$ cat config.mk
export PLATFORM = sky130hd
export DESIGN_NAME = spi_boot_ctrl_flat
export DESIGN_NICKNAME = d
export VERILOG_FILES = /design/src/rtl/spi_boot_ctrl_pkg.sv /design/src/rtl/spi_boot_ctrl_if.sv /design/src/rtl/spi_boot_ctrl_shifter.sv /design/src/rtl/spi_boot_ctrl.sv /design/src/flat_wrapper.sv
export SDC_FILE = /design/constraint.sdc
export NUM_CORES = 1
export LEC_CHECK = 0
export CORE_MARGIN = 1
export CORE_UTILIZATION = 47
export DETAILED_ROUTE_END_ITERATION = 8
export HOLD_SLACK_MARGIN = 0.06
export PLACE_DENSITY = 0.9
export SLEW_MARGIN = 20
export SYNTH_ARGS = -nofsm -noshare
export SYNTH_HDL_FRONTEND = slang
export SYNTH_SLANG_ARGS = --single-unit
$ cat constraint.sdc
create_clock -name i_clk -period 2.5 [get_ports i_clk]
set_input_delay 0.75 -clock i_clk [delete_from_list [all_inputs] [get_ports i_clk]]
set_output_delay 0.75 -clock i_clk [all_outputs]
set_load 0.01 [all_outputs]
$ cat src/rtl/spi_boot_ctrl_pkg.sv
// Shared definitions for the SPI boot sequencer: command bytes, end marker,
// FSM encoding and the layout of the status byte returned at chip-select fall.
package spi_boot_pkg;

  localparam logic [7:0]  CMD_WR   = 8'h02;
  localparam logic [7:0]  CMD_RD   = 8'h01;
  localparam logic [31:0] END_WORD = 32'hFFFF_FFFF;

  localparam int STAT_DONE_BIT = 7;
  localparam int STAT_OVF_BIT  = 6;

  typedef enum logic [2:0] {
    ST_IDLE,
    ST_CMD,
    ST_WR_BYTE,
    ST_WR_COMMIT,
    ST_RD_ADDR,
    ST_RD_FETCH,
    ST_RD_CAPT,
    ST_IGNORE
  } boot_state_e;

  function automatic logic [7:0] status_byte(input logic done, input logic ovf);
    logic [7:0] s;
    s                = 8'h00;
    s[STAT_DONE_BIT] = done;
    s[STAT_OVF_BIT]  = ovf;
    return s;
  endfunction

endpackage

$ cat src/rtl/spi_boot_ctrl_if.sv
// Byte-stream (SPI slave side) and IMEM port bundle of the boot sequencer.
// The sequencer uses the master view; the slave/IMEM environment uses slave.
interface spi_boot_ctrl_if #(
  parameter int AW = 9
);

  logic          i_csn;
  logic          i_rx_valid;
  logic [7:0]    i_rx_byte;
  logic [7:0]    o_tx_byte;
  logic          o_tx_load;

  logic          o_mem_we;
  logic          o_mem_re;
  logic [AW-1:0] o_mem_addr;
  logic [31:0]   o_mem_wdata;
  logic [31:0]   i_mem_rdata;

  modport master (
    input  i_csn,
    input  i_rx_valid,
    input  i_rx_byte,
    input  i_mem_rdata,
    output o_tx_byte,
    output o_tx_load,
    output o_mem_we,
    output o_mem_re,
    output o_mem_addr,
    output o_mem_wdata
  );

  modport slave (
    output i_csn,
    output i_rx_valid,
    output i_rx_byte,
    output i_mem_rdata,
    input  o_tx_byte,
    input  o_tx_load,
    input  o_mem_we,
    input  o_mem_re,
    input  o_mem_addr,
    input  o_mem_wdata
  );

endinterface

$ cat src/rtl/spi_boot_ctrl_shifter.sv
// 4-byte LSB-first shift register: bytes enter at the top lane and move down,
// so lane 0 always holds the next byte to serialise and, after four shifts,
// the first byte received.
module boot_word_shifter (
  input  logic        clk,
  input  logic        rst_n,
  input  logic        clear,
  input  logic        load,
  input  logic [31:0] load_data,
  input  logic        shift,
  input  logic [7:0]  byte_in,
  output logic [31:0] word,
  output logic [7:0]  byte_out,
  output logic        last
);

  logic [31:0] word_reg;
  logic [31:0] word_next;
  logic [1:0]  cnt_reg;
  logic [1:0]  cnt_next;

  genvar gi;
  generate
    for (gi = 0; gi < 4; gi++) begin : g_lane
      logic [7:0] lane_in;
      if (gi == 3) begin : g_top
        assign lane_in = byte_in;
      end else begin : g_mid
        assign lane_in = word_reg[8*gi+8 +: 8];
      end
      assign word_next[8*gi +: 8] = clear ? 8'h00 :
                                    load  ? load_data[8*gi +: 8] :
                                    shift ? lane_in :
                                            word_reg[8*gi +: 8];
    end
  endgenerate

  always_comb begin
    cnt_next = cnt_reg;
    if (clear || load) begin
      cnt_next = 2'd0;
    end else if (shift) begin
      cnt_next = cnt_reg + 2'd1;
    end
  end

  always_ff @(posedge clk or negedge rst_n) begin
    if (!rst_n) begin
      word_reg <= 32'h0;
      cnt_reg  <= 2'd0;
    end else begin
      word_reg <= word_next;
      cnt_reg  <= cnt_next;
    end
  end

  assign word     = word_reg;
  assign byte_out = word_reg[7:0];
  assign last     = (cnt_reg == 2'd3);

endmodule

$ cat src/rtl/spi_boot_ctrl.sv
// Boot command sequencer: decodes SPI bytes into IMEM write/read-back sessions
// while PROG holds the core in reset.
module spi_boot_ctrl
  import spi_boot_pkg::*;
#(
  parameter int AW = 9
) (
  input  logic                 i_clk,
  input  logic                 i_rstn,
  input  logic                 i_prog,
  spi_boot_ctrl_if.master      bus,
  output logic                 o_cpu_rstn,
  output logic                 o_boot_done,
  output logic                 o_overflow,
  output logic [AW:0]          o_word_count
);

  boot_state_e state_reg;
  boot_state_e state_next;
  logic [AW:0] ptr_reg;
  logic [AW:0] ptr_next;
  logic        done_reg;
  logic        done_next;
  logic        ovf_reg;
  logic        ovf_next;
  logic [7:0]  tx_byte_reg;
  logic [7:0]  tx_byte_next;
  logic        tx_load_reg;
  logic        tx_load_next;
  logic        csn_q_reg;
  logic        cpu_rstn_reg;

  logic        csn_fall;
  logic        csn_rise;
  logic        mem_we;
  logic        mem_re;

  logic        sh_clear;
  logic        sh_load;
  logic        sh_shift;
  logic [31:0] sh_word;
  logic [7:0]  sh_byte_out;
  logic        sh_last;

  boot_word_shifter u_shifter (
    .clk       (i_clk),
    .rst_n     (i_rstn),
    .clear     (sh_clear),
    .load      (sh_load),
    .load_data (bus.i_mem_rdata),
    .shift     (sh_shift),
    .byte_in   (bus.i_rx_byte),
    .word      (sh_word),
    .byte_out  (sh_byte_out),
    .last      (sh_last)
  );

  // csn_q idles high so a chip select held low across reset release is seen as a fresh frame
  assign csn_fall = csn_q_reg & ~bus.i_csn;
  assign csn_rise = ~csn_q_reg & bus.i_csn;

  always_comb begin
    state_next   = state_reg;
    ptr_next     = ptr_reg;
    done_next    = done_reg;
    ovf_next     = ovf_reg;
    tx_byte_next = tx_byte_reg;
    tx_load_next = 1'b0;
    sh_clear     = 1'b0;
    sh_load      = 1'b0;
    sh_shift     = 1'b0;
    mem_we       = 1'b0;
    mem_re       = 1'b0;

    // Deselect (or leaving PROG) abandons any partial word/address; a byte
    // arriving in the same cycle as the deselect is dropped with it.
    if (!i_prog || csn_rise) begin
      state_next = ST_IDLE;
      sh_clear   = 1'b1;
    end else begin
      case (state_reg)
        ST_IDLE: begin
          if (csn_fall) begin
            tx_byte_next = status_byte(done_reg, ovf_reg);
            tx_load_next = 1'b1;
            state_next   = ST_CMD;
          end
        end

        ST_CMD: begin
          if (bus.i_rx_valid) begin
            tx_byte_next = 8'h00;
            tx_load_next = 1'b1;
            if (bus.i_rx_byte == CMD_WR) begin
              ptr_next   = '0;
              done_next  = 1'b0;
              ovf_next   = 1'b0;
              sh_clear   = 1'b1;
              state_next = ST_WR_BYTE;
            end else if (bus.i_rx_byte == CMD_RD) begin
              sh_clear   = 1'b1;
              state_next = ST_RD_ADDR;
            end else begin
              state_next = ST_IGNORE;
            end
          end
        end

        ST_WR_BYTE: begin
          if (bus.i_rx_valid) begin
            tx_byte_next = 8'h00;
            tx_load_next = 1'b1;
            sh_shift     = 1'b1;
            if (sh_last) begin
              state_next = ST_WR_COMMIT;
            end
          end
        end

        ST_WR_COMMIT: begin
          if (sh_word == END_WORD) begin
            done_next  = 1'b1;
            state_next = ST_IGNORE;
          end else if (!ptr_reg[AW]) begin
            mem_we     = 1'b1;
            ptr_next   = ptr_reg + (AW+1)'(1);
            state_next = ST_WR_BYTE;
          end else begin
            ovf_next   = 1'b1;
            state_next = ST_WR_BYTE;
          end
        end

        // The shifter serialises the previously fetched word out of lane 0
        // while the incoming address bytes fill it from the top.
        ST_RD_ADDR: begin
          if (bus.i_rx_valid) begin
            tx_byte_next = sh_byte_out;
            tx_load_next = 1'b1;
            sh_shift     = 1'b1;
            if (sh_last) begin
              state_next = ST_RD_FETCH;
            end
          end
        end

        ST_RD_FETCH: begin
          mem_re     = 1'b1;
          state_next = ST_RD_CAPT;
        end

        ST_RD_CAPT: begin
          sh_load    = 1'b1;
          state_next = ST_RD_ADDR;
        end

        ST_IGNORE: begin
          if (bus.i_rx_valid) begin
            tx_byte_next = 8'h00;
            tx_load_next = 1'b1;
          end
        end

        default: begin
          state_next = ST_IDLE;
        end
      endcase
    end
  end

  always_ff @(posedge i_clk or negedge i_rstn) begin
    if (!i_rstn) begin
      state_reg    <= ST_IDLE;
      ptr_reg      <= '0;
      done_reg     <= 1'b0;
      ovf_reg      <= 1'b0;
      tx_byte_reg  <= 8'h00;
      tx_load_reg  <= 1'b0;
      csn_q_reg    <= 1'b1;
      cpu_rstn_reg <= 1'b0;
    end else begin
      state_reg    <= state_next;
      ptr_reg      <= ptr_next;
      done_reg     <= done_next;
      ovf_reg      <= ovf_next;
      tx_byte_reg  <= tx_byte_next;
      tx_load_reg  <= tx_load_next;
      csn_q_reg    <= bus.i_csn;
      cpu_rstn_reg <= ~i_prog;
    end
  end

  // Byte address bits [1:0] and everything above the IMEM range are dropped
  assign bus.o_mem_addr  = (state_reg == ST_RD_FETCH) ? sh_word[AW+1:2] : ptr_reg[AW-1:0];
  assign bus.o_mem_wdata = sh_word;
  assign bus.o_mem_we    = mem_we;
  assign bus.o_mem_re    = mem_re;
  assign bus.o_tx_byte   = tx_byte_reg;
  assign bus.o_tx_load   = tx_load_reg;

  assign o_cpu_rstn   = cpu_rstn_reg;
  assign o_boot_done  = done_reg;
  assign o_overflow   = ovf_reg;
  assign o_word_count = ptr_reg;

endmodule

$ cat src/flat_wrapper.sv
// flat-port wrapper written by rule: the top's interface ports become plain ports
module spi_boot_ctrl_flat import spi_boot_pkg::*;
#(
  parameter int AW = 9
)
  (i_clk, i_rstn, i_prog, o_cpu_rstn, o_boot_done, o_overflow, o_word_count, bus_i_csn, bus_i_rx_valid, bus_i_rx_byte, bus_i_mem_rdata, bus_o_tx_byte, bus_o_tx_load, bus_o_mem_we, bus_o_mem_re, bus_o_mem_addr, bus_o_mem_wdata);
  spi_boot_ctrl_if #(.AW(AW)) bus_i ();
  input  logic i_clk;
  input  logic i_rstn;
  input  logic i_prog;
  output logic o_cpu_rstn;
  output logic o_boot_done;
  output logic o_overflow;
  output logic [AW:0] o_word_count;
  input wire logic [$bits(bus_i.i_csn)-1:0] bus_i_csn;
  input wire logic [$bits(bus_i.i_rx_valid)-1:0] bus_i_rx_valid;
  input wire logic [$bits(bus_i.i_rx_byte)-1:0] bus_i_rx_byte;
  input wire logic [$bits(bus_i.i_mem_rdata)-1:0] bus_i_mem_rdata;
  output wire logic [$bits(bus_i.o_tx_byte)-1:0] bus_o_tx_byte;
  output wire logic [$bits(bus_i.o_tx_load)-1:0] bus_o_tx_load;
  output wire logic [$bits(bus_i.o_mem_we)-1:0] bus_o_mem_we;
  output wire logic [$bits(bus_i.o_mem_re)-1:0] bus_o_mem_re;
  output wire logic [$bits(bus_i.o_mem_addr)-1:0] bus_o_mem_addr;
  output wire logic [$bits(bus_i.o_mem_wdata)-1:0] bus_o_mem_wdata;
  assign bus_i.i_csn = bus_i_csn;
  assign bus_i.i_rx_valid = bus_i_rx_valid;
  assign bus_i.i_rx_byte = bus_i_rx_byte;
  assign bus_i.i_mem_rdata = bus_i_mem_rdata;
  assign bus_o_tx_byte = bus_i.o_tx_byte;
  assign bus_o_tx_load = bus_i.o_tx_load;
  assign bus_o_mem_we = bus_i.o_mem_we;
  assign bus_o_mem_re = bus_i.o_mem_re;
  assign bus_o_mem_addr = bus_i.o_mem_addr;
  assign bus_o_mem_wdata = bus_i.o_mem_wdata;
  spi_boot_ctrl #(.AW(AW)) u_core (.i_clk(i_clk), .i_rstn(i_rstn), .i_prog(i_prog), .bus(bus_i), .o_cpu_rstn(o_cpu_rstn), .o_boot_done(o_boot_done), .o_overflow(o_overflow), .o_word_count(o_word_count));
endmodule
==> impl_results.html, run 1 <==
<table>
<tr><th>Metric</th><th>Value</th></tr>
<tr><th colspan="2">Status</th></tr>
<tr><td>Outcome</td><td>finished, final reports clean</td></tr>
<tr><th colspan="2">Timing</th></tr>
<tr><td>Worst-Margin Slew</td><td>0.421 ns</td></tr>
<tr><td>Worst clock skew on the final layout</td><td>0.00672 ns</td></tr>
<tr><td>Worst Hold Margin</td><td>0.407 ns</td></tr>
<tr><td>Final min period</td><td>2.46 ns</td></tr>
<tr><td>Fmax</td><td>406 MHz</td></tr>
<tr><td>Rel. slew slack</td><td>71.7%</td></tr>
<tr><td>Final setup violation count</td><td>0</td></tr>
<tr><td>Unrepaired setup endpoints after global routing</td><td>no</td></tr>
<tr><td>Number of hold violations in the final report</td><td>0</td></tr>
<tr><td>Worst-case setup margin in the final layout</td><td>0.0399 ns</td></tr>
<tr><td>Final worst path period share</td><td>98.4%</td></tr>
<tr><td>Number of max-slew violations in the final report</td><td>0</td></tr>
<tr><th colspan="2">Global route</th></tr>
<tr><td>Initial antenna violation count</td><td>0</td></tr>
<tr><td>Via count of the first global-routing pass</td><td>3,430</td></tr>
<tr><td>Combined global-route utilization of all metal layers</td><td>29.2%</td></tr>
<tr><td>Wire length of the first global-routing pass</td><td>16.8 mm</td></tr>
<tr><td>Maximum number of pins on one net before global-route repair</td><td>67</td></tr>
<tr><td>Overflow left after global routing</td><td>0</td></tr>
<tr><th colspan="2">Synth</th></tr>
<tr><td>Top area cells in the synthesized netlist</td><td>sky130_fd_sc_hd__dfrtp_1, sky130_fd_sc_hd__mux2i_1, sky130_fd_sc_hd__a211oi_1, sky130_fd_sc_hd__nor2_1, sky130_fd_sc_hd__mux2_2</td></tr>
<tr><td>Cells after synthesis</td><td>347</td></tr>
<tr><td>Yosys top cell by area</td><td>sky130_fd_sc_hd__dfrtp_1</td></tr>
<tr><td>Top cells by instance count after synthesis</td><td>sky130_fd_sc_hd__dfrtp_1, sky130_fd_sc_hd__nor2_1, sky130_fd_sc_hd__a211oi_1, sky130_fd_sc_hd__mux2i_1, sky130_fd_sc_hd__nand2_1</td></tr>
<tr><td>Most common cell in the netlist</td><td>sky130_fd_sc_hd__dfrtp_1</td></tr>
<tr><td>Main flop type after synthesis</td><td>sky130_fd_sc_hd__dfrtp_1</td></tr>
<tr><td>Share of the synthesized area in the top cell type</td><td>42.4%</td></tr>
<tr><td>Average cell area after synthesis</td><td>10.0 sq um</td></tr>
<tr><td>Mapped Area</td><td>3480 sq um</td></tr>
<tr><td>Async SR Flop Fraction</td><td>100%</td></tr>
<tr><td>Post-synth EDFFs</td><td>0</td></tr>
<tr><td>Synthesized net count</td><td>395</td></tr>
<tr><td>Number of flip-flops and latches in the synthesized netlist</td><td>60</td></tr>
<tr><td>Part of the Yosys area used for sequential elements</td><td>43.2%</td></tr>
<tr><td>Number of different library cells in the post-synthesis netlist</td><td>51</td></tr>
<tr><td>Synthesis warning total</td><td>0</td></tr>
<tr><th colspan="2">Clock network</th></tr>
<tr><td>Bufs on Longest Clock Path</td><td>2</td></tr>
<tr><td>H-Tree Depth</td><td>3</td></tr>
<tr><td>TritonCTS buffer count</td><td>9</td></tr>
<tr><td>Root Buffer</td><td>sky130_fd_sc_hd__clkbuf_8</td></tr>
<tr><td>CTS sink cnt</td><td>60</td></tr>
<tr><td>Hold Buf Count CTS</td><td>0</td></tr>
<tr><td>Clock-pin slew reported for the worst setup and hold paths after clock tree synthesis</td><td>0.07 ns</td></tr>
<tr><td>Clock tree from TritonCTS</td><td>yes</td></tr>
<tr><td>Latest clock arrival within the worst-skew pair</td><td>0.35 ns</td></tr>
<tr><th colspan="2">Pwr</th></tr>
<tr><td>Static Leak</td><td>2.26 nW</td></tr>
<tr><td>Max rail drop VDD</td><td>0.283 mV</td></tr>
<tr><td>Power per cell area</td><td>537 nW/um^2</td></tr>
<tr><th colspan="2">Setup path</th></tr>
<tr><td>Cell type of the slowest stage on the worst timing path</td><td>sky130_fd_sc_hd__dfrtp_1</td></tr>
<tr><td>Critical path data arrival time</td><td>1.71 ns</td></tr>
<tr><td>CP required</td><td>1.75 ns</td></tr>
<tr><td>Crit end category</td><td>output pin</td></tr>
<tr><td>Critical-path maximum fanout</td><td>9</td></tr>
<tr><td>CP max stage delay</td><td>0.40 ns</td></tr>
<tr><td>Critical path class</td><td>reg2out</td></tr>
<tr><td>Number of buffers and inverters on the critical path</td><td>2</td></tr>
<tr><td>Family with the most delay on the worst path</td><td>buffers and inverters</td></tr>
<tr><td>Cell breakdown of the critical path</td><td>nor2_2 -&gt; nand2_2 -&gt; buf_12 -&gt; mux2_2 -&gt; dlygate4sd2_1</td></tr>
<tr><td>Kind of start point of the critical path</td><td>register</td></tr>
<tr><th colspan="2">Route</th></tr>
<tr><td>Met3 wirelength from detailed routing</td><td>761 um</td></tr>
<tr><td>Highest routed metal layer</td><td>met4</td></tr>
<tr><td>Routed WL per cell</td><td>18.0 um</td></tr>
<tr><td>Detailed-route via count</td><td>3,530</td></tr>
<tr><td>DRC violation total after the first TritonRoute iteration</td><td>294</td></tr>
<tr><td>Detailed route wirelength on metal2</td><td>5.46 mm</td></tr>
<tr><td>Length of the first detailed-routing pass in iterations</td><td>5</td></tr>
<tr><td>DRC errors left</td><td>0</td></tr>
<tr><td>M1 WL</td><td>4.46 mm</td></tr>
<tr><td>ANT nets after route</td><td>0</td></tr>
<tr><td>Post-Route WL</td><td>11.0 mm</td></tr>
<tr><td>Vias/cell</td><td>5.80</td></tr>
<tr><th colspan="2">Placement</th></tr>
<tr><td>Number of I/O port buffers</td><td>109</td></tr>
<tr><td>Worst Setup Slack post-DPL</td><td>-0.600 ns</td></tr>
<tr><td>Final GP Congestion</td><td>0.908</td></tr>
<tr><td>HPWL after detailed placement</td><td>7.85 mm</td></tr>
<tr><td>Placed Cells incl. Taps</td><td>586</td></tr>
<tr><th colspan="2">Final layout</th></tr>
<tr><td>Number of flip-flops in the largest register</td><td>32</td></tr>
<tr><td>NumNets Final</td><td>557</td></tr>
<tr><td>Share of the core filled with cells</td><td>76.4%</td></tr>
<tr><td>Non-filler instance count after layout</td><td>609</td></tr>
<tr><td>Number of fillers in the final layout</td><td>483</td></tr>
<tr><td>Diodes inserted</td><td>0</td></tr>
<tr><td>Ratio of cells with drive above 1 in the final layout</td><td>23.4%</td></tr>
<tr><td>Layout Area Growth over Synthesis</td><td>53.4%</td></tr>
<tr><th colspan="2">Min path</th></tr>
<tr><td>Worst hold path type</td><td>in2async</td></tr>
<tr><th colspan="2">Floorplan</th></tr>
<tr><td>Core Region</td><td>6980 sq um</td></tr>
<tr><td>Total die area</td><td>7750 sq um</td></tr>
<tr><td>Number of rows in the core area</td><td>30</td></tr>
<tr><td>Horiz. Die Dim</td><td>88.0 um</td></tr>
<tr><td>Die height</td><td>88.0 um</td></tr>
<tr><td>Boundary pin count</td><td>110</td></tr>
<tr><td>Initial core utilization</td><td>49.8%</td></tr>
<tr><th colspan="2">Job</th></tr>
<tr><td>Count of maximum capacitance violations</td><td>0</td></tr>
</table>
through the flow:
stage / power, mW / area [sq um] / setup TNS (ns)
2_1_floorplan: 1.48 / 3480 / 0
3_3_place_gp: 1.86 / 5050 / -9.39
3_5_place_dp: 1.89 / 5050 / -11.44
4_1_cts: 2.85 / 5270 / 0
5_1_grt: 2.97 / 5340 / 0
6_report: 2.86 / 5340 / 0
cell type report:
| type | instances | area, sq um | area share, % |
|---|---|---|---|
| inverter | 11 | 41.3 | 0.774 |
| clock inverter | 4 | 72.6 | 1.36 |
| tap | 96 | 120 | 2.25 |
| multi-input combinational | 252 | 1810 | 34.0 |
| timing repair buffer | 175 | 1640 | 30.7 |
| clock buffer | 11 | 151 | 2.84 |
| sequential | 60 | 1500 | 28.2 |
timing repair:
action                     CTS  global route
buffers inserted             2             6
setup endpoints to repair   11            10
resized for setup           20             9
pin swaps                    1             4
cells by family after synthesis:
logic type               count (synthesis)  synth area share [%]
multiplexers                            44                  13.1
XOR/XNOR                                 5                  1.26
adder cells (fa/ha/maj)                  3                  1.29
AND/OR/NAND/NOR                        108                  16.7
flip-flops                              60                  43.2
AO/OA/AOI/OAI                           92                  19.1
buffers and inverters                   35                  5.32
worst paths after layout:
check	from	endpoint	slack (ns)	cells past startpoint
worst max register to register	u_core.csn_q_reg	u_core.u_shifter.word[27]	0.25	7
min in group i_clk	u_core.bus.o_tx_byte[6]	u_core.bus.o_tx_byte[6]	0.51	1
max in group asynchronous	i_rstn	u_core.csn_q_reg	1.80	2
worst min-delay path	i_rstn	u_core.o_word_count[6]	0.41	2
worst max-delay path	u_core.state_reg[1]	bus_o_mem_addr[6]	0.04	5
worst min register to register	u_core.bus.o_tx_byte[6]	u_core.bus.o_tx_byte[6]	0.51	1
cells in the final DEF (no fill, tap or decap), drive strengths merged, types with 8 or more instances in the layout:
master and count:
mux2i 33, clkdlybuf4s15 8, dfrtp 59, clkbuf 11, nand4 10, buf 68
mux2 11, a31oi 8, nand2 21, nor2 47, a211oi 34, o21ai 17
clkdlybuf4s50 95, a21oi 10, inv 11, nand3 8
power breakdown:
part           leakage [nW]  internal [mW]  switching (mW)
clock network         0.111          0.608           0.397
logic                  1.33          0.409           0.330
registers             0.819           1.04          0.0822
per-layer routing:
layer | up-vias | track usage (%)
met5 | - | 0
met4 | 0 | 12.6
met3 | 22 | 5.66
met2 | 189 | 49.8
met1 | 1714 | 36.1
li1 | 1605 | -
Note: power is estimated with default switching activity, not from simulation.
==> run 2, diff against run 1 <==
--- a/config.mk
+++ b/config.mk
@@ -10,6 +10,7 @@
 export DETAILED_ROUTE_END_ITERATION = 8
 export HOLD_SLACK_MARGIN = 0.06
 export PLACE_DENSITY = 0.9
+export SETUP_SLACK_MARGIN = 0.02
 export SLEW_MARGIN = 20
 export SYNTH_ARGS = -nofsm -noshare
 export SYNTH_HDL_FRONTEND = slang
==> impl_results.html, run 2 (same netlist as run 1, synthesis figures left out) <==
<table>
<tr><th>Metric</th><th>Value</th></tr>
<tr><th colspan="2">Clock network</th></tr>
<tr><td>Clock tree from TritonCTS</td><td>yes</td></tr>
<tr><td>Root Buffer</td><td>sky130_fd_sc_hd__clkbuf_8</td></tr>
<tr><td>CTS sink cnt</td><td>60 (unchanged)</td></tr>
<tr><td>Latest clock arrival within the worst-skew pair</td><td>0.35 ns (about the same)</td></tr>
<tr><td>TritonCTS buffer count</td><td>9 (unchanged)</td></tr>
<tr><td>Bufs on Longest Clock Path</td><td>2 (unchanged)</td></tr>
<tr><td>Clock-pin slew reported for the worst setup and hold paths after clock tree synthesis</td><td>0.07 ns (about the same)</td></tr>
<tr><td>H-Tree Depth</td><td>3 (unchanged)</td></tr>
<tr><th colspan="2">Final layout</th></tr>
<tr><td>NumNets Final</td><td>559 (+0.36%)</td></tr>
<tr><td>Number of flip-flops in the largest register</td><td>32 (unchanged)</td></tr>
<tr><td>Most frequent standard cell in the layout excluding fill and tap cells</td><td>sky130_fd_sc_hd__clkdlybuf4s50_1</td></tr>
<tr><td>Final non-filler cell area</td><td>5390 sq um (+0.96%)</td></tr>
<tr><td>Non-filler instance count after layout</td><td>611 (+0.33%)</td></tr>
<tr><td>Diodes inserted</td><td>0 (unchanged)</td></tr>
<tr><td>Most frequent cells in the layout</td><td>sky130_fd_sc_hd__clkdlybuf4s50_1, sky130_fd_sc_hd__buf_4, sky130_fd_sc_hd__dfrtp_1</td></tr>
<tr><td>Ratio of cells with drive above 1 in the final layout</td><td>23.9% (+0.49 points)</td></tr>
<tr><td>Layout Area Growth over Synthesis</td><td>54.9%</td></tr>
<tr><th colspan="2">Setup path</th></tr>
<tr><td>CP required</td><td>1.75 ns (about the same)</td></tr>
<tr><td>Family with the most delay on the worst path</td><td>buffers and inverters</td></tr>
<tr><td>Count of cells along the worst register-to-register path</td><td>7 (unchanged)</td></tr>
<tr><td>Critical-path maximum fanout</td><td>4 (-5)</td></tr>
<tr><td>Cell breakdown of the critical path</td><td>inv_2 -&gt; nor2_4 -&gt; nand2_4 -&gt; clkbuf_16 -&gt; mux2_2 -&gt; clkdlybuf4s15_1</td></tr>
<tr><td>Worst R2R End</td><td>u_core.u_shifter.word[27]</td></tr>
<tr><td>CP max stage delay</td><td>0.39 ns (about the same)</td></tr>
<tr><td>Crit end category</td><td>output pin</td></tr>
<tr><td>Cell type of the slowest stage on the worst timing path</td><td>sky130_fd_sc_hd__dfrtp_1</td></tr>
<tr><td>Worst reg2reg startpoint</td><td>u_core.csn_q_reg</td></tr>
<tr><td>Number of buffers and inverters on the critical path</td><td>3 (+1)</td></tr>
<tr><td>Kind of start point of the critical path</td><td>register</td></tr>
<tr><td>Minimum setup slack among reg-to-reg paths</td><td>0.22 ns (-0.03 ns)</td></tr>
<tr><td>Critical path class</td><td>reg2out</td></tr>
<tr><td>Critical path data arrival time</td><td>1.70 ns (about the same)</td></tr>
<tr><th colspan="2">Timing</th></tr>
<tr><td>Worst clock skew on the final layout</td><td>0.00494 ns (-0.00178 ns)</td></tr>
<tr><td>Worst Hold Margin</td><td>0.405 ns (-0.00176 ns)</td></tr>
<tr><td>Number of max-slew violations in the final report</td><td>0 (unchanged)</td></tr>
<tr><td>Final setup violation count</td><td>0 (unchanged)</td></tr>
<tr><td>Final min period</td><td>2.45 ns (-0.00912 ns)</td></tr>
<tr><td>Worst-Margin Slew</td><td>0.532 ns (+0.111 ns)</td></tr>
<tr><td>Worst-case setup margin in the final layout</td><td>0.0490 ns (+0.00912 ns)</td></tr>
<tr><td>Fmax</td><td>408 MHz (+0.37%)</td></tr>
<tr><td>Rel. slew slack</td><td>64.2% (-7.5 points)</td></tr>
<tr><td>Unrepaired setup endpoints after global routing</td><td>yes</td></tr>
<tr><td>Number of hold violations in the final report</td><td>0 (unchanged)</td></tr>
<tr><td>Final worst path period share</td><td>98.0% (-0.36 points)</td></tr>
<tr><th colspan="2">Floorplan</th></tr>
<tr><td>Number of rows in the core area</td><td>30 (unchanged)</td></tr>
<tr><td>Boundary pin count</td><td>110 (unchanged)</td></tr>
<tr><td>Initial core utilization</td><td>49.8% (unchanged)</td></tr>
<tr><td>Die height</td><td>88.0 um (unchanged)</td></tr>
<tr><td>Horiz. Die Dim</td><td>88.0 um (unchanged)</td></tr>
<tr><td>Total die area</td><td>7750 sq um (unchanged)</td></tr>
<tr><td>Core Region</td><td>6980 sq um (unchanged)</td></tr>
<tr><th colspan="2">Job</th></tr>
<tr><td>Count of maximum capacitance violations</td><td>0 (unchanged)</td></tr>
<tr><th colspan="2">Global route</th></tr>
<tr><td>Overflow left after global routing</td><td>0 (unchanged)</td></tr>
<tr><td>Initial antenna violation count</td><td>0 (unchanged)</td></tr>
<tr><td>Maximum number of pins on one net before global-route repair</td><td>67 (unchanged)</td></tr>
<tr><td>Combined global-route utilization of all metal layers</td><td>29.4% (+0.22 points)</td></tr>
<tr><td>Wire length of the first global-routing pass</td><td>17.0 mm (+0.82%)</td></tr>
<tr><td>Via count of the first global-routing pass</td><td>3,472 (+1.2%)</td></tr>
<tr><th colspan="2">Min path</th></tr>
<tr><td>Worst hold path type</td><td>in2async</td></tr>
<tr><th colspan="2">Placement</th></tr>
<tr><td>HPWL after detailed placement</td><td>7.85 mm (unchanged)</td></tr>
<tr><td>Placed cell areas</td><td>5050 sq um (unchanged)</td></tr>
<tr><td>Number of I/O port buffers</td><td>109 (unchanged)</td></tr>
<tr><td>Final GP Congestion</td><td>0.908 (unchanged)</td></tr>
<tr><td>Placed Cells incl. Taps</td><td>586 (unchanged)</td></tr>
<tr><td>Worst Setup Slack post-DPL</td><td>-0.600 ns (unchanged)</td></tr>
<tr><th colspan="2">Status</th></tr>
<tr><td>Outcome</td><td>finished, final reports clean</td></tr>
<tr><th colspan="2">Route</th></tr>
<tr><td>Vias/cell</td><td>5.87 (+1.2%)</td></tr>
<tr><td>Length of the first detailed-routing pass in iterations</td><td>5 (unchanged)</td></tr>
<tr><td>DRC errors left</td><td>0 (unchanged)</td></tr>
<tr><td>Post-Route WL</td><td>11.2 mm (+1.8%)</td></tr>
<tr><td>Detailed-route via count</td><td>3,585 (+1.6%)</td></tr>
<tr><td>ANT nets after route</td><td>0 (unchanged)</td></tr>
<tr><td>DRC violation total after the first TritonRoute iteration</td><td>265 (-9.9%)</td></tr>
<tr><td>Routed WL per cell</td><td>18.3 um (+1.4%)</td></tr>
<tr><th colspan="2">Pwr</th></tr>
<tr><td>Power per cell area</td><td>532 nW/um^2 (-0.84%)</td></tr>
<tr><td>Max rail drop VDD</td><td>0.286 mV (+1.1%)</td></tr>
<tr><td>Static Leak</td><td>2.28 nW (+1.1%)</td></tr>
</table>
## run 2: area by class of cell
| type | instances | area (sq um) |
|---|---|---|
| clock buffers | 11 | 151 |
| clock inverters | 4 | 72.6 |
| fillers | 469 | 1600 |
| inverters | 11 | 41.3 |
| multi-input cells | 252 | 1830 |
| flip-flops and latches | 60 | 1500 |
| well taps | 96 | 120 |
| repair buffers | 177 | 1670 |
## run 2: how the worst max path moves through the flow
| stage | startpoint | end | slack [ns] | depth (start not counted) |
|---|---|---|---|---|
| floorplan | i_prog | bus_o_mem_re | 0.15 | 5 |
| global placement | i_prog | bus_o_mem_we | -0.55 | 5 |
| detailed placement | i_prog | bus_o_mem_we | -0.60 | 5 |
| CTS | u_core.state_reg[0] | bus_o_mem_addr[2] | 0.02 | 6 |
| global route | u_core.state_reg[0] | bus_o_mem_addr[1] | 0.009 | 6 |
| finish | u_core.state_reg[0] | bus_o_mem_addr[1] | 0.05 | 6 |
## run 2: where the power goes
group          internal (mW)  switching, mW  leakage [nW]
Combinational          0.406          0.334          1.35
Clock                  0.608          0.399         0.111
Sequential              1.04         0.0830         0.819
Total                   2.05          0.816          2.28
## run 2: stage by stage
step	power [mW]	utilization, %	setup TNS [ns]
CTS	2.85	75.6	0
detailed placement	1.89	72.3	-11.44
global route	2.97	77.2	0
global placement	1.86	72.3	-9.39
floorplan	1.48	-	0
finish	2.87	77.2	0
## run 2: per-layer routing
metal | GRT usage, % | share of wire, % | up-vias
li1 | - | - | 1606
met1 | 36.1 | 39 | 1727
met2 | 50.3 | 50 | 226
met3 | 5.66 | 8.4 | 26
met4 | 12.9 | 2.7 | 0
met5 | 0 | 0 | -
## run 2: what timing repair did
item / CTS / global route
pin swaps: 1 / 3
endpoints found under the setup margin: 11 / 10
hold buffers: 0 / 0
gates resized for setup: 20 / 16
buffers inserted: 3 / 6
gates cloned: 0 / 1
==> run 3, diff against run 2 <==
--- a/config.mk
+++ b/config.mk
@@ -6,10 +6,10 @@
 export NUM_CORES = 1
 export LEC_CHECK = 0
 export CORE_MARGIN = 1
-export CORE_UTILIZATION = 47
+export CORE_UTILIZATION = 42
 export DETAILED_ROUTE_END_ITERATION = 8
 export HOLD_SLACK_MARGIN = 0.06
-export PLACE_DENSITY = 0.9
+export PLACE_DENSITY = 0.85
 export SETUP_SLACK_MARGIN = 0.02
 export SLEW_MARGIN = 20
 export SYNTH_ARGS = -nofsm -noshare
==> constraint.sdc (replaced) <==
create_clock -name i_clk -period 2.1 [get_ports i_clk]
set_input_delay 0.63 -clock i_clk [delete_from_list [all_inputs] [get_ports i_clk]]
set_output_delay 0.63 -clock i_clk [all_outputs]
set_load 0.01 [all_outputs]
==> impl_results.html, run 3 (same netlist as run 1, synthesis figures left out) <==
<table>
<tr><th>Metric</th><th>Value</th></tr>
<tr><th colspan="2">Setup path</th></tr>
<tr><td>Cell breakdown of the critical path</td><td>inv_2 -&gt; nor2_2 -&gt; nand2_2 -&gt; buf_12 -&gt; mux2_2 -&gt; buf_6</td></tr>
<tr><td>Cell type of the slowest stage on the worst timing path</td><td>sky130_fd_sc_hd__dfrtp_1</td></tr>
<tr><td>Family with the most delay on the worst path</td><td>flip-flops</td></tr>
<tr><td>Kind of start point of the critical path</td><td>register</td></tr>
<tr><td>Critical path class</td><td>reg2out</td></tr>
<tr><td>CP required</td><td>1.47 ns (-0.28 ns)</td></tr>
<tr><td>Number of buffers and inverters on the critical path</td><td>3 (unchanged)</td></tr>
<tr><td>Critical-path maximum fanout</td><td>9 (+5)</td></tr>
<tr><td>Crit end category</td><td>output pin</td></tr>
<tr><td>CP max stage delay</td><td>0.39 ns (about the same)</td></tr>
<tr><td>Critical path data arrival time</td><td>1.57 ns (-0.13 ns)</td></tr>
<tr><th colspan="2">Job</th></tr>
<tr><td>Count of maximum capacitance violations</td><td>0 (unchanged)</td></tr>
<tr><th colspan="2">Route</th></tr>
<tr><td>DRC violation total after the first TritonRoute iteration</td><td>204 (-23%)</td></tr>
<tr><td>ANT nets after route</td><td>0 (unchanged)</td></tr>
<tr><td>Vias/cell</td><td>5.77 (-1.6%)</td></tr>
<tr><td>DRC errors left</td><td>0 (unchanged)</td></tr>
<tr><td>Detailed-route via count</td><td>3,648 (+1.8%)</td></tr>
<tr><td>Routed WL per cell</td><td>18.3 um (+0.46%)</td></tr>
<tr><td>Post-Route WL</td><td>11.6 mm (+3.9%)</td></tr>
<tr><td>Length of the first detailed-routing pass in iterations</td><td>5 (unchanged)</td></tr>
<tr><th colspan="2">Pwr</th></tr>
<tr><td>P_sw</td><td>1.01 mW (+24%)</td></tr>
<tr><td>Clk pwr share</td><td>30.5% (-4.6 points)</td></tr>
<tr><td>Part of the power in combinational logic</td><td>30.1% (+4.3 points)</td></tr>
<tr><td>Sequential power share</td><td>39.4% (+0.3 points)</td></tr>
<tr><td>Cell-internal power</td><td>2.33 mW (+14%)</td></tr>
<tr><td>Static Leak</td><td>2.38 nW (+4.4%)</td></tr>
<tr><td>Max rail drop VDD</td><td>0.307 mV (+7.3%)</td></tr>
<tr><td>Switching part of the total</td><td>30.3% (+1.9 points)</td></tr>
<tr><td>Power per cell area</td><td>607 nW/um^2 (+14%)</td></tr>
<tr><th colspan="2">Global route</th></tr>
<tr><td>Via count of the first global-routing pass</td><td>3,498 (+0.75%)</td></tr>
<tr><td>Wire length of the first global-routing pass</td><td>17.9 mm (+5.6%)</td></tr>
<tr><td>Maximum number of pins on one net before global-route repair</td><td>67 (unchanged)</td></tr>
<tr><td>Combined global-route utilization of all metal layers</td><td>27.1% (-2.3 points)</td></tr>
<tr><td>Initial antenna violation count</td><td>0 (unchanged)</td></tr>
<tr><td>Overflow left after global routing</td><td>0 (unchanged)</td></tr>
<tr><th colspan="2">Floorplan</th></tr>
<tr><td>Horiz. Die Dim</td><td>93.0 um (+5.7%)</td></tr>
<tr><td>Total die area</td><td>8650 sq um (+12%)</td></tr>
<tr><td>Die height</td><td>93.0 um (+5.7%)</td></tr>
<tr><td>Core Region</td><td>7890 sq um (+13%)</td></tr>
<tr><td>Number of rows in the core area</td><td>32 (+6.7%)</td></tr>
<tr><td>Boundary pin count</td><td>110 (unchanged)</td></tr>
<tr><td>Initial core utilization</td><td>44.1% (-5.7 points)</td></tr>
<tr><th colspan="2">Timing</th></tr>
<tr><td>Final worst path period share</td><td>105%</td></tr>
<tr><td>Rel. slew slack</td><td>72.4% (+8.1 points)</td></tr>
<tr><td>Worst clock skew on the final layout</td><td>0.00860 ns (+0.00367 ns)</td></tr>
<tr><td>Worst-case setup margin in the final layout</td><td>-0.103 ns (-0.152 ns)</td></tr>
<tr><td>Final setup violation count</td><td>11 (+11)</td></tr>
<tr><td>Unrepaired setup endpoints after global routing</td><td>yes</td></tr>
<tr><td>Number of hold violations in the final report</td><td>0 (unchanged)</td></tr>
<tr><td>Worst-Margin Slew</td><td>0.415 ns (-0.118 ns)</td></tr>
<tr><td>Number of max-slew violations in the final report</td><td>0 (unchanged)</td></tr>
<tr><td>Final min period</td><td>2.20 ns</td></tr>
<tr><td>Fmax</td><td>454 MHz</td></tr>
<tr><th colspan="2">Clock network</th></tr>
<tr><td>Hold Buf Count CTS</td><td>0 (unchanged)</td></tr>
<tr><td>Root Buffer</td><td>sky130_fd_sc_hd__clkbuf_8</td></tr>
<tr><td>Bufs on Longest Clock Path</td><td>2 (unchanged)</td></tr>
<tr><td>Clock-pin slew reported for the worst setup and hold paths after clock tree synthesis</td><td>0.07 ns (about the same)</td></tr>
<tr><td>H-Tree Depth</td><td>3 (unchanged)</td></tr>
<tr><td>Latest clock arrival within the worst-skew pair</td><td>0.35 ns (about the same)</td></tr>
<tr><td>Clock tree from TritonCTS</td><td>yes</td></tr>
<tr><td>TritonCTS buffer count</td><td>9 (unchanged)</td></tr>
<tr><td>CTS sink cnt</td><td>60 (unchanged)</td></tr>
<tr><th colspan="2">Placement</th></tr>
<tr><td>Final GP Congestion</td><td>0.931 (+2.6%)</td></tr>
<tr><td>Number of I/O port buffers</td><td>109 (unchanged)</td></tr>
<tr><td>HPWL after detailed placement</td><td>8.10 mm (+3.2%)</td></tr>
<tr><td>Placed Cells incl. Taps</td><td>610 (+4.1%)</td></tr>
<tr><td>Placed cell areas</td><td>5180 sq um (+2.6%)</td></tr>
<tr><th colspan="2">Final layout</th></tr>
<tr><td>Layout Area Growth over Synthesis</td><td>58.5%</td></tr>
<tr><td>Number of flip-flops in the largest register</td><td>32 (unchanged)</td></tr>
<tr><td>Final non-filler cell area</td><td>5510 sq um (+2.4%)</td></tr>
<tr><td>Most frequent standard cell in the layout excluding fill and tap cells</td><td>sky130_fd_sc_hd__clkdlybuf4s50_1</td></tr>
<tr><td>Ratio of cells with drive above 1 in the final layout</td><td>29.4% (+5.6 points)</td></tr>
<tr><td>Share of the core filled with cells</td><td>69.9% (-7.2 points)</td></tr>
<tr><td>Diodes inserted</td><td>0 (unchanged)</td></tr>
<tr><td>NumNets Final</td><td>573 (+2.5%)</td></tr>
<tr><td>Non-filler instance count after layout</td><td>632 (+3.4%)</td></tr>
<tr><td>Most frequent cells in the layout</td><td>sky130_fd_sc_hd__clkdlybuf4s50_1, sky130_fd_sc_hd__buf_4, sky130_fd_sc_hd__dfrtp_1</td></tr>
<tr><th colspan="2">Status</th></tr>
<tr><td>Violated checks</td><td>negative setup slack</td></tr>
<tr><td>Outcome</td><td>finished with violations</td></tr>
<tr><th colspan="2">Min path</th></tr>
<tr><td>Worst hold path type</td><td>in2async</td></tr>
</table>
[run 3: cell types whose count changed in the layout (fill, tap and decap cells not counted), moves of 3 or more]
cell	delta
sky130_fd_sc_hd__a211oi_1	-4
sky130_fd_sc_hd__a211oi_2	+5
sky130_fd_sc_hd__buf_4	+15
sky130_fd_sc_hd__buf_6	+9
sky130_fd_sc_hd__clkdlybuf4s15_1	-8
sky130_fd_sc_hd__clkdlybuf4s50_1	-6
sky130_fd_sc_hd__dlymetal6s2s_1	+4
sky130_fd_sc_hd__nor2_1	-3
sky130_fd_sc_hd__nor2_2	+4
[run 3: what timing repair did]
action | 4_1_cts | 5_1_grt
setup endpoints to repair | 53 | 56
resized for setup | 66 | 13
setup buffers | 5 | 0
cloned | 0 | 1
pin swaps | 6 | 5
[run 3: path summary, 6_finish.rpt]
check                                         from                 endpoint  slack (ns)  cells past startpoint
hold reg to reg            u_core.bus.o_tx_byte[7]  u_core.bus.o_tx_byte[7]        0.51                      1
setup reg to reg               u_core.state_reg[0]   u_core.o_word_count[6]        0.12                      7
min in group i_clk         u_core.bus.o_tx_byte[7]  u_core.bus.o_tx_byte[7]        0.51                      1
max in group asynchronous                   i_rstn         u_core.csn_q_reg        1.45                      2
hold / removal                              i_rstn   u_core.o_word_count[1]        0.30                      2
setup / recovery               u_core.state_reg[0]        bus_o_mem_addr[6]       -0.10                      6
[run 3: routing by layer]
| layer | wire (um) | up-vias | GRT usage (%) |
|---|---|---|---|
| li1 | - | 1635 | - |
| met1 | 4680 | 1782 | 33.9 |
| met2 | 5790 | 197 | 46.1 |
| met3 | 896 | 34 | 7.24 |
| met4 | 227 | 0 | 7.56 |
| met5 | 0 | - | 0 |
[run 3: power groups by stage]
stage	sequential [mW]	clock [mW]	combinational, mW
floorplan	1.37	0	0.389
global placement	1.33	0	0.904
detailed placement	1.34	0	0.935
CTS	1.32	1.03	0.974
global route	1.33	1.10	1.07
finish	1.32	1.02	1.01
[run 3: cell type report]
cell class                      instances  area (sq um)
Clock buffer                            9           124
Fill cell                             575          2370
Clock inverter                          7          67.6
Sequential cell                        60          1500
Inverter                               11          41.3
Timing Repair Buffer                  191          1780
Multi-Input combinational cell        252          1870
Tap cell                              102           128
[run 3: per-stage QoR]
step                setup slack (ns)  power, mW  hold WS [ns]  TNS (ns)
CTS                           -0.124       3.32         0.296    -0.798
finish                        -0.103       3.35         0.298    -0.884
detailed placement            -0.706       2.27         0.502    -25.76
floorplan                     0.0220       1.76         0.334         0
global route                  -0.148       3.50         0.317     -1.44
global placement              -0.676       2.24         0.490    -23.37
